**config.mk**
```make
export PLATFORM = sky130hd
export DESIGN_NAME = mem_port_initiator
export DESIGN_NICKNAME = d
export VERILOG_FILES = /design/src/rtl/mem_port_initiator.sv
export SDC_FILE = /design/constraint.sdc
export NUM_CORES = 1
export LEC_CHECK = 0
export BUFFER_PORTS_ARGS = -buffer_cell sky130_fd_sc_hd__buf_2
export CORE_ASPECT_RATIO = 1.25
export CORE_UTILIZATION = 37
export CTS_BUF_LIST = sky130_fd_sc_hd__clkbuf_4 sky130_fd_sc_hd__clkbuf_8 sky130_fd_sc_hd__clkbuf_16
export CTS_CLUSTER_DIAMETER = 200
export DETAILED_ROUTE_END_ITERATION = 7
export PLACE_DENSITY = 0.79
export SLEW_MARGIN = 20
export SYNTH_ARGS = -nofsm -noshare
export SYNTH_HDL_FRONTEND = slang
export SYNTH_SLANG_ARGS = --single-unit
```
**constraint.sdc**
```tcl
create_clock -name clk -period 1.9 [get_ports clk]
set_clock_uncertainty 0.2 [all_clocks]
set_input_delay 0.285 -clock clk [delete_from_list [all_inputs] [get_ports clk]]
set_output_delay 0.285 -clock clk [all_outputs]
set_load 0.01 [all_outputs]
```
**src/rtl/mem_port_initiator.sv**
```systemverilog
// mem_port_initiator: requester side of the data memory port.
// Turns a valid/ready load/store request channel into MMU data-port accesses
// and returns exactly one response per accepted request, with an error code.
// One access outstanding at a time; MMU wait is bounded by WAIT_LIMIT cycles.
//
// Ports:
//   clk, reset_n                 clock, asynchronous active-low reset
//   req_valid/req_ready          request handshake
//   req_write/req_addr/req_wdata request payload (1=store, word address, store data)
//   rsp_valid/rsp_ready          response handshake
//   rsp_rdata/rsp_err            load data, error (00 ok, 01 segv, 10 timeout)
//   mem_addr/mem_wdata/mem_rd/mem_wd   MMU data-port request
//   mem_data/mem_wait/mem_segv   MMU data-port response
//   fault_count                  saturating count of segv and timeout responses
module mem_port_initiator #(
  parameter int unsigned WAIT_LIMIT  = 16,
  parameter int unsigned FAULT_CNT_W = 8
) (
  input  logic                   clk,
  input  logic                   reset_n,
  input  logic                   req_valid,
  output logic                   req_ready,
  input  logic                   req_write,
  input  logic [31:0]            req_addr,
  input  logic [31:0]            req_wdata,
  output logic                   rsp_valid,
  input  logic                   rsp_ready,
  output logic [31:0]            rsp_rdata,
  output logic [1:0]             rsp_err,
  output logic [31:0]            mem_addr,
  output logic [31:0]            mem_wdata,
  output logic                   mem_rd,
  output logic                   mem_wd,
  input  logic [31:0]            mem_data,
  input  logic                   mem_wait,
  input  logic                   mem_segv,
  output logic [FAULT_CNT_W-1:0] fault_count
);

  localparam int unsigned DATA_W = 32;
  localparam int unsigned ADDR_W = 32;
  localparam int unsigned WCNT_W = 8;
  localparam int unsigned ERR_W  = 2;

  localparam logic [1:0] S_IDLE    = 2'd0;
  localparam logic [1:0] S_REQ     = 2'd1;
  localparam logic [1:0] S_CAPTURE = 2'd2;
  localparam logic [1:0] S_RESP    = 2'd3;

  localparam logic [ERR_W-1:0] ERR_OK      = 2'b00;
  localparam logic [ERR_W-1:0] ERR_SEGV    = 2'b01;
  localparam logic [ERR_W-1:0] ERR_TIMEOUT = 2'b10;

  // Counter value on the last wait cycle tolerated before timing out.
  localparam logic [WCNT_W-1:0]      WAIT_LAST = WCNT_W'(WAIT_LIMIT - 1);
  localparam logic [FAULT_CNT_W-1:0] FAULT_MAX = '1;

  logic [1:0]             state, state_nxt;
  logic                   is_write, is_write_nxt;
  logic [WCNT_W-1:0]      wait_cnt, wait_cnt_nxt;
  logic                   req_ready_nxt;
  logic                   rsp_valid_nxt;
  logic [DATA_W-1:0]      rsp_rdata_nxt;
  logic [ERR_W-1:0]       rsp_err_nxt;
  logic [ADDR_W-1:0]      mem_addr_nxt;
  logic [DATA_W-1:0]      mem_wdata_nxt;
  logic                   mem_rd_nxt;
  logic                   mem_wd_nxt;
  logic [FAULT_CNT_W-1:0] fault_count_nxt;

  // State and registered outputs; async reset drops mem_rd/mem_wd at once.
  always_ff @(posedge clk or negedge reset_n) begin
    if (!reset_n) begin
      state       <= S_IDLE;
      is_write    <= 1'b0;
      wait_cnt    <= '0;
      req_ready   <= 1'b1;
      rsp_valid   <= 1'b0;
      rsp_rdata   <= '0;
      rsp_err     <= ERR_OK;
      mem_addr    <= '0;
      mem_wdata   <= '0;
      mem_rd      <= 1'b0;
      mem_wd      <= 1'b0;
      fault_count <= '0;
    end else begin
      state       <= state_nxt;
      is_write    <= is_write_nxt;
      wait_cnt    <= wait_cnt_nxt;
      req_ready   <= req_ready_nxt;
      rsp_valid   <= rsp_valid_nxt;
      rsp_rdata   <= rsp_rdata_nxt;
      rsp_err     <= rsp_err_nxt;
      mem_addr    <= mem_addr_nxt;
      mem_wdata   <= mem_wdata_nxt;
      mem_rd      <= mem_rd_nxt;
      mem_wd      <= mem_wd_nxt;
      fault_count <= fault_count_nxt;
    end
  end

  // Next-state and next-output logic.
  always_comb begin
    state_nxt       = state;
    is_write_nxt    = is_write;
    wait_cnt_nxt    = wait_cnt;
    rsp_valid_nxt   = rsp_valid;
    rsp_rdata_nxt   = rsp_rdata;
    rsp_err_nxt     = rsp_err;
    mem_addr_nxt    = mem_addr;
    mem_wdata_nxt   = mem_wdata;
    fault_count_nxt = fault_count;

    case (state)
      S_IDLE: begin
        wait_cnt_nxt = '0;
        if (req_valid) begin
          is_write_nxt  = req_write;
          mem_addr_nxt  = req_addr;
          mem_wdata_nxt = req_wdata;
          state_nxt     = S_REQ;
        end
      end
      S_REQ: begin
        // segv outranks wait: a faulting address never completes.
        if (mem_segv) begin
          rsp_err_nxt   = ERR_SEGV;
          rsp_rdata_nxt = '0;
          rsp_valid_nxt = 1'b1;
          state_nxt     = S_RESP;
        end else if (mem_wait && (wait_cnt == WAIT_LAST)) begin
          rsp_err_nxt   = ERR_TIMEOUT;
          rsp_rdata_nxt = '0;
          rsp_valid_nxt = 1'b1;
          state_nxt     = S_RESP;
        end else if (mem_wait) begin
          wait_cnt_nxt = wait_cnt + WCNT_W'(1);
        end else begin
          state_nxt = S_CAPTURE;
        end
      end
      S_CAPTURE: begin
        // MMU read data is registered, so it is valid the cycle after REQ.
        rsp_rdata_nxt = is_write ? '0 : mem_data;
        rsp_err_nxt   = ERR_OK;
        rsp_valid_nxt = 1'b1;
        state_nxt     = S_RESP;
      end
      S_RESP: begin
        if (rsp_valid && rsp_ready) begin
          rsp_valid_nxt = 1'b0;
          state_nxt     = S_IDLE;
        end
      end
    endcase

    // REQ goes straight to RESP only with an error.
    if ((state == S_REQ) && (state_nxt == S_RESP) && (fault_count != FAULT_MAX)) begin
      fault_count_nxt = fault_count + FAULT_CNT_W'(1);
    end

    req_ready_nxt = (state_nxt == S_IDLE);
    mem_rd_nxt    = (state_nxt == S_REQ) && !is_write_nxt;
    mem_wd_nxt    = (state_nxt == S_REQ) && is_write_nxt;
  end

endmodule
```
======== Yosys cells after proc, flatten, opt, wreduce, memory -nomap -nowiden ========
Cells that the tools add are included.
storage, ports and cells
  bits in registers ....................... 121
  input bits .............................. 103
  output and inout port bits .............. 110
  word-level logic and storage cells ...... 65
operators by class
  $add $sub $neg .......................... 2
  equal/unequal tests ..................... 12
  muxes and demuxes ....................... 23
  reduce and logical (&&, ||, !) cells .... 16
operators with widths
  cell                                            count
  two-way mux 32 bit                              3
  one-hot mux 32 bit (2 select lines)             1
  two-way mux 8 bit                               3
  adder 8 x 1 -> 8 bit (second input constant)    2
  one-hot mux 8 bit (2 select lines)              1
  two-way mux 2 bit                               7
  == test 8 x 4 -> 1 bit (second input constant)  1
  != test 2 bit (second input constant)           4
  != test 8 bit (second input constant)           1
  one-hot mux 2 bit (4 select lines)              1
  == test 2 bit (second input constant)           3
  logical AND 1 bit                               6
  two-way mux 1 bit                               5
  == test 2 x 1 -> 1 bit (second input constant)  2
  zero test 2 bit                                 2
  one-hot mux 2 bit (2 select lines)              1
  AND reduction 2 bit                             2
  AND reduction 4 bit                             1
  nonzero test 2 bit                              2
  != test 3 bit (second input constant)           1
  one-hot mux 1 bit (3 select lines)              1
  AND reduction 3 bit                             1
  nonzero test 3 bit                              1
  zero test 1 bit                                 1

======== Logic depth before layout (Yosys ltp) ========
  word-level depth ........................ 8
  depth in mapped cells ................... 6
  depth with buffers taken out ............ 5

======== Worst setup path after synthesis ========
Ideal clock, no wire load.
  kind .................................... register to register
  start point ............................. reg wait_cnt[4]
  end point ............................... reg fault_count[1]
  setup time .............................. 0.128 ns
  data arrival time ....................... 1.678 ns
  data required time ...................... 1.572 ns
  setup slack ............................. -0.105 ns
  cell stages (with the launch flop) ...... 5
  buffers on the path ..................... 0
  period minus slack after synthesis ...... 2.005 ns
  cells stage by stage .................... dfrtp_1 or4_4 o21ba_2 nor2_2 mux2_1
between the ends
  longest elaborated chain between the ends .. 8
ends and longest elaborated chain
  element                             RTL line  source
  start: declaration                  60        logic [WCNT_W-1:0] wait_cnt, wait_cnt_nxt;
  start signal: assignment            89        wait_cnt <= wait_cnt_nxt;
  == test 8 x 4 -> 1 bit              131       end else if (mem_wait && (wait_cnt == WAIT_LAST)) begin
  logical AND 1 bit                   131
  two-way mux 2 bit                   131
  two-way mux 2 bit                   126       if (mem_segv) begin
  one-hot mux 2 bit (4 select lines)  114       case (state)
  == test 2 bit                       158       if ((state == S_REQ) && (state_nxt == S_RESP) && (fault_count != FAULT_MAX)) begin
  logical AND 1 bit (2 in a row)      158
  end signal: assignment              98        fault_count <= fault_count_nxt;
  end: declaration                    37        output logic [FAULT_CNT_W-1:0] fault_count
Every way passes these cells.
A chain may end at the register's enable or synchronous reset.

======== Final worst setup path ========
  start point ............................. reg wait_cnt[7]
  end point ............................... reg fault_count[7]
Same word-level chain as after synthesis.

==> flow_results.org <==
** Critical path
- Worst path max stage delay :: 590 ps
- The critical path crosses 5 cells after its start point.
- Number of buffer and inverter stages on the critical path :: 1
- In this run the register-to-register setup slack is -90 ps.
- Measured in cells, the most critical reg-to-reg path has a length of 5.
- Along the worst path, the maximum fanout reaches 4.
- The critical path goes through or4_4 -> o21bai_4 -> buf_6 -> nand4_4 -> mux2_4.
- Required time of the critical path :: 1980 ps
- Among all stages on the critical path, the largest delay is contributed by sky130_fd_sc_hd__or4_4.
- CP top delay family :: simple AND/OR/NAND/NOR gates
- At the worst endpoint, the arrival time is 2070 ps.
- STA classifies the critical path startpoint as a register.
- The worst setup path is captured at a register.
- The critical path in this run is classified as register to register.

** Clock tree
- CTS buffer count :: 17
- Clock latency on the worst-skew pair :: 400 ps
- Number of clock sinks :: 121
- TritonCTS clock tree :: done
- Clock-pin slew reported for the worst setup and hold paths after clock tree synthesis :: 50 ps
- The cell sitting at the root of the clock tree is a sky130_fd_sc_hd__clkbuf_16.
- No sink is reached through more buffers than the 2 on the longest clock path.
- The H-tree was split into 4 levels.

** Timing
- Fin. max-slew vios :: 0
- Remaining max-slew budget at the tightest pin :: 49.4%
- After layout, the minimum clock period comes to 1990 ps.
- Setup violations remaining at the end of the flow were counted as 34.
- Static timing analysis puts the maximum clock frequency at 0.503 GHz.
- At the pin with the least slew margin, the transition time is 757 ps.
- Setup repair after global routing missed its margin :: yes
- Post-layout worst setup margin :: -87.5 ps
- After layout, the worst path uses 105% of the clock period.
- The number of hold violations in the final report is 0.

** Synth
- The average instance in the mapped netlist occupies 14.2 um^2.
- Syn nets :: 446
- After synthesis, the netlist uses 53 different library cells.
- Ranked by total cell area, the synthesized netlist is headed by sky130_fd_sc_hd__dfrtp_1, sky130_fd_sc_hd__mux2_2, sky130_fd_sc_hd__a22o_1.
- Compound-Gate Fraction of Synth Area :: 10.9%
- After synthesis, flip-flops and latches occupy 62.4% of the total area.
- After synthesis, the share of cell area in mux cells is 16.0%.
- Summing every instance area after synthesis gives 4850 um^2.
- After synthesis, the share of flip-flops with an asynchronous set or reset is 100%.
- Most used flip-flop cell after synthesis :: sky130_fd_sc_hd__dfrtp_1
- The synthesized design devotes to its leading area cell type 61.9% of total area.
- Synthesized netlist cell count :: 341
- Leading area contributor after synthesis :: sky130_fd_sc_hd__dfrtp_1
- Post-synthesis adder-cell area fraction :: 0.516%
- Flip-flop and latch count after synthesis :: 121
- XOR/XNOR Fraction of Synth Area :: 0.542%
- Number of enable-type register cells in the synthesized netlist :: 0
- Main combinational cell family by area after synthesis :: multiplexers
- Simple-gate portion of the synthesized area :: 6.81%
- For this run, the number of Yosys warnings is 0.

** Route
- Met2 wire length :: 8100 um
- Detailed-routed wire length on met3 :: 923 um
- Top Layer Used :: met4
- The detailed router placed 4436 vias in this run.
- For this block, wires on met1 add up to 5820 um.
- Number of optimization iterations in the first detailed-route pass :: 4
- Dividing the detail-routed wire length by the instance count gives 17.4 um.
- Antenna viol nets, final :: 0
- Detailed-route wire length :: 15300 um
- The first routing iteration left 177 violations.
- Using the TritonRoute via totals, the vias-per-cell ratio works out to 5.05.
- In the routed design, unresolved DRC markers number 0.

** Die
- 213 I/O pins were placed.
- Vertical die dimension :: 130 um
- Horizontal die dimension :: 104 um
- In this run the standard cell core region covers 12700 um^2.
- Starting density of the core :: 38.1%
- Count of standard-cell rows :: 46
- Total die area :: 13600 um^2

** Final layout
- In the final design database the tool counted 803 nets.
- Utilization of the core after routing :: 64.7%
- Non-Filler Instances :: 878
- 0 antenna diodes ended up in the layout.
- Share of cells above drive strength 1 :: 53.8%
- Commonest non-fill, non-tap cells in the layout :: sky130_fd_sc_hd__buf_2, sky130_fd_sc_hd__dfrtp_1, sky130_fd_sc_hd__dlygate4sd3_1, sky130_fd_sc_hd__mux2_2, sky130_fd_sc_hd__a22o_1
- Leaving out fill and tap cells, the most frequent cell in the layout is sky130_fd_sc_hd__buf_2.
- In the final layout, the multi-input gates occupy 1850 um^2.
- Fillers :: 879
- Seq. cell area :: 3030 um^2
- From synthesis to final layout, the design area changed by 69.5%.

** Worst hold path
- The min-delay analysis places its worst path in the category primary input to register.
- Hold Crit Depth :: 2

** Global routing
- The number of antenna violations at the first check in global routing was 0.
- Sum of overflow across all layers after global routing :: 0
- Entering global routing, the biggest net connects 44 pins.
- The number of global-route vias before repair was 4859.
- Across every metal layer, demand over resource in global routing totals 23.1%.
- The first global-routing pass estimated 24200 um of wire.

** Power and ir drop
- Across the VDD grid, the largest voltage drop is 832 uV.
- Power Dens Cells :: 1510 nW/um^2
- The analysis attributes to cell leakage a power of 0.00406 uW.

** Placed design
- The congestion estimate from routability-driven global placement came to 0.831.
- DP Cell Count :: 735
- Total half-perimeter wirelength after legalization and detailed placement :: 8690 um
- Prior to clock tree synthesis, the placed netlist has a worst setup slack of -178 ps.
- Count of input and output buffers :: 212

** Job
- Number of max-capacitance violations reported :: 0

** Status
- The final reports fail on negative setup slack.
- The run finished, with violations left.
-- layout make-up --
cell class                      instances  area share, %
Multi-Input combinational cell        199           22.5
Sequential cell                       121           36.8
Timing Repair Buffer                  354           29.9
Clock buffer                           20           5.60
Tap cell                              168           2.56
Inverter                                5          0.228
Clock inverter                         11           2.37
-- per-layer routing --
layer | global-route usage, % | vias to the layer above
met2 | 41.5 | 238
li1 | - | 1991
met1 | 25.3 | 2163
met4 | 11.3 | 0
met5 | 0 | -
met3 | 6.19 | 44
-- path summary, 6_finish.rpt --
| path | startpoint | endpoint |
|---|---|---|
| worst max register to register | wait_cnt[7] | fault_count[7] |
| min in group asynchronous | reset_n | fault_count[0] |
| worst max-delay path | wait_cnt[7] | fault_count[7] |
| max in group asynchronous | reset_n | mem_wdata[11] |
| worst min register to register | rsp_rdata[29] | rsp_rdata[29] |
| worst min-delay path | mem_segv | rsp_err[0] |
-- cell usage after synthesis, types with 3 or more instances --
master                     number
sky130_fd_sc_hd__mux2i_1        3
sky130_fd_sc_hd__a22o_1        32
sky130_fd_sc_hd__inv_1          5
sky130_fd_sc_hd__o21ai_0        4
sky130_fd_sc_hd__buf_2         10
sky130_fd_sc_hd__nor2_1         6
sky130_fd_sc_hd__dfrtp_1      120
sky130_fd_sc_hd__nand3_1        9
sky130_fd_sc_hd__nand4_1        6
sky130_fd_sc_hd__nor3_1         7
sky130_fd_sc_hd__nand2_1       10
sky130_fd_sc_hd__xor2_1         3
sky130_fd_sc_hd__mux2_2        64
sky130_fd_sc_hd__a21oi_1        4
sky130_fd_sc_hd__nor2b_1        3
sky130_fd_sc_hd__a31oi_1        6
sky130_fd_sc_hd__clkbuf_1       5
sky130_fd_sc_hd__buf_6          4
-- logic make-up after synthesis --
kind of cell	after synthesis
AOI/OAI and AO/OA	64
xor gates and xnor gates	3
adders and majority gates	2
buffers and inverters	24
DFF	121
muxes	69
and+or+nand+nor	58
-- per-stage QoR --
stage | setup TNS [ps] | area, um^2 | hold WS [ps] | power, uW
6_report | -1420 | 8220 | 56.0 | 12400
5_1_grt | -3630 | 8220 | 32.4 | 13100
4_1_cts | -1360 | 8140 | 23.9 | 12300
3_5_place_dp | -4840 | 6340 | 55.1 | 8360
3_3_place_gp | -4970 | 6340 | 50.4 | 8130
2_1_floorplan | -219 | 4870 | -211 | 6530
-- state kept, by name, indices dropped and copies added, names as in the netlist, 2 cells and up --
register	flops
rsp_err	2
fault_count	8
mem_addr	32
rsp_rdata	32
wait_cnt	8
state	2
mem_wdata	32
-- worst reg2reg max path: cells and delay by family (launching register included) --
family | cells | cell delay (ps)
simple gates | 2 | 660
flops | 1 | 370
mux | 1 | 310
compound gates | 1 | 200
buf+inv | 1 | 140
-- power breakdown --
part | internal [uW] | switching [uW]
clock | 2410 | 1120
sequential | 3660 | 642
combinational | 2270 | 2280
total | 8340 | 4050
-- what timing repair did --
| action | CTS | global route |
|---|---|---|
| setup endpoints to repair | 36 | 85 |
| resized for setup | 14 | 15 |
| gates cloned | 3 | 0 |
| pin swaps | 5 | 7 |
| hold buffers | 100 | 0 |
| endpoints found under the hold margin | 146 | 0 |
| buffers inserted | 6 | 3 |
No activity file was read; power rests on OpenSTA's default activity.
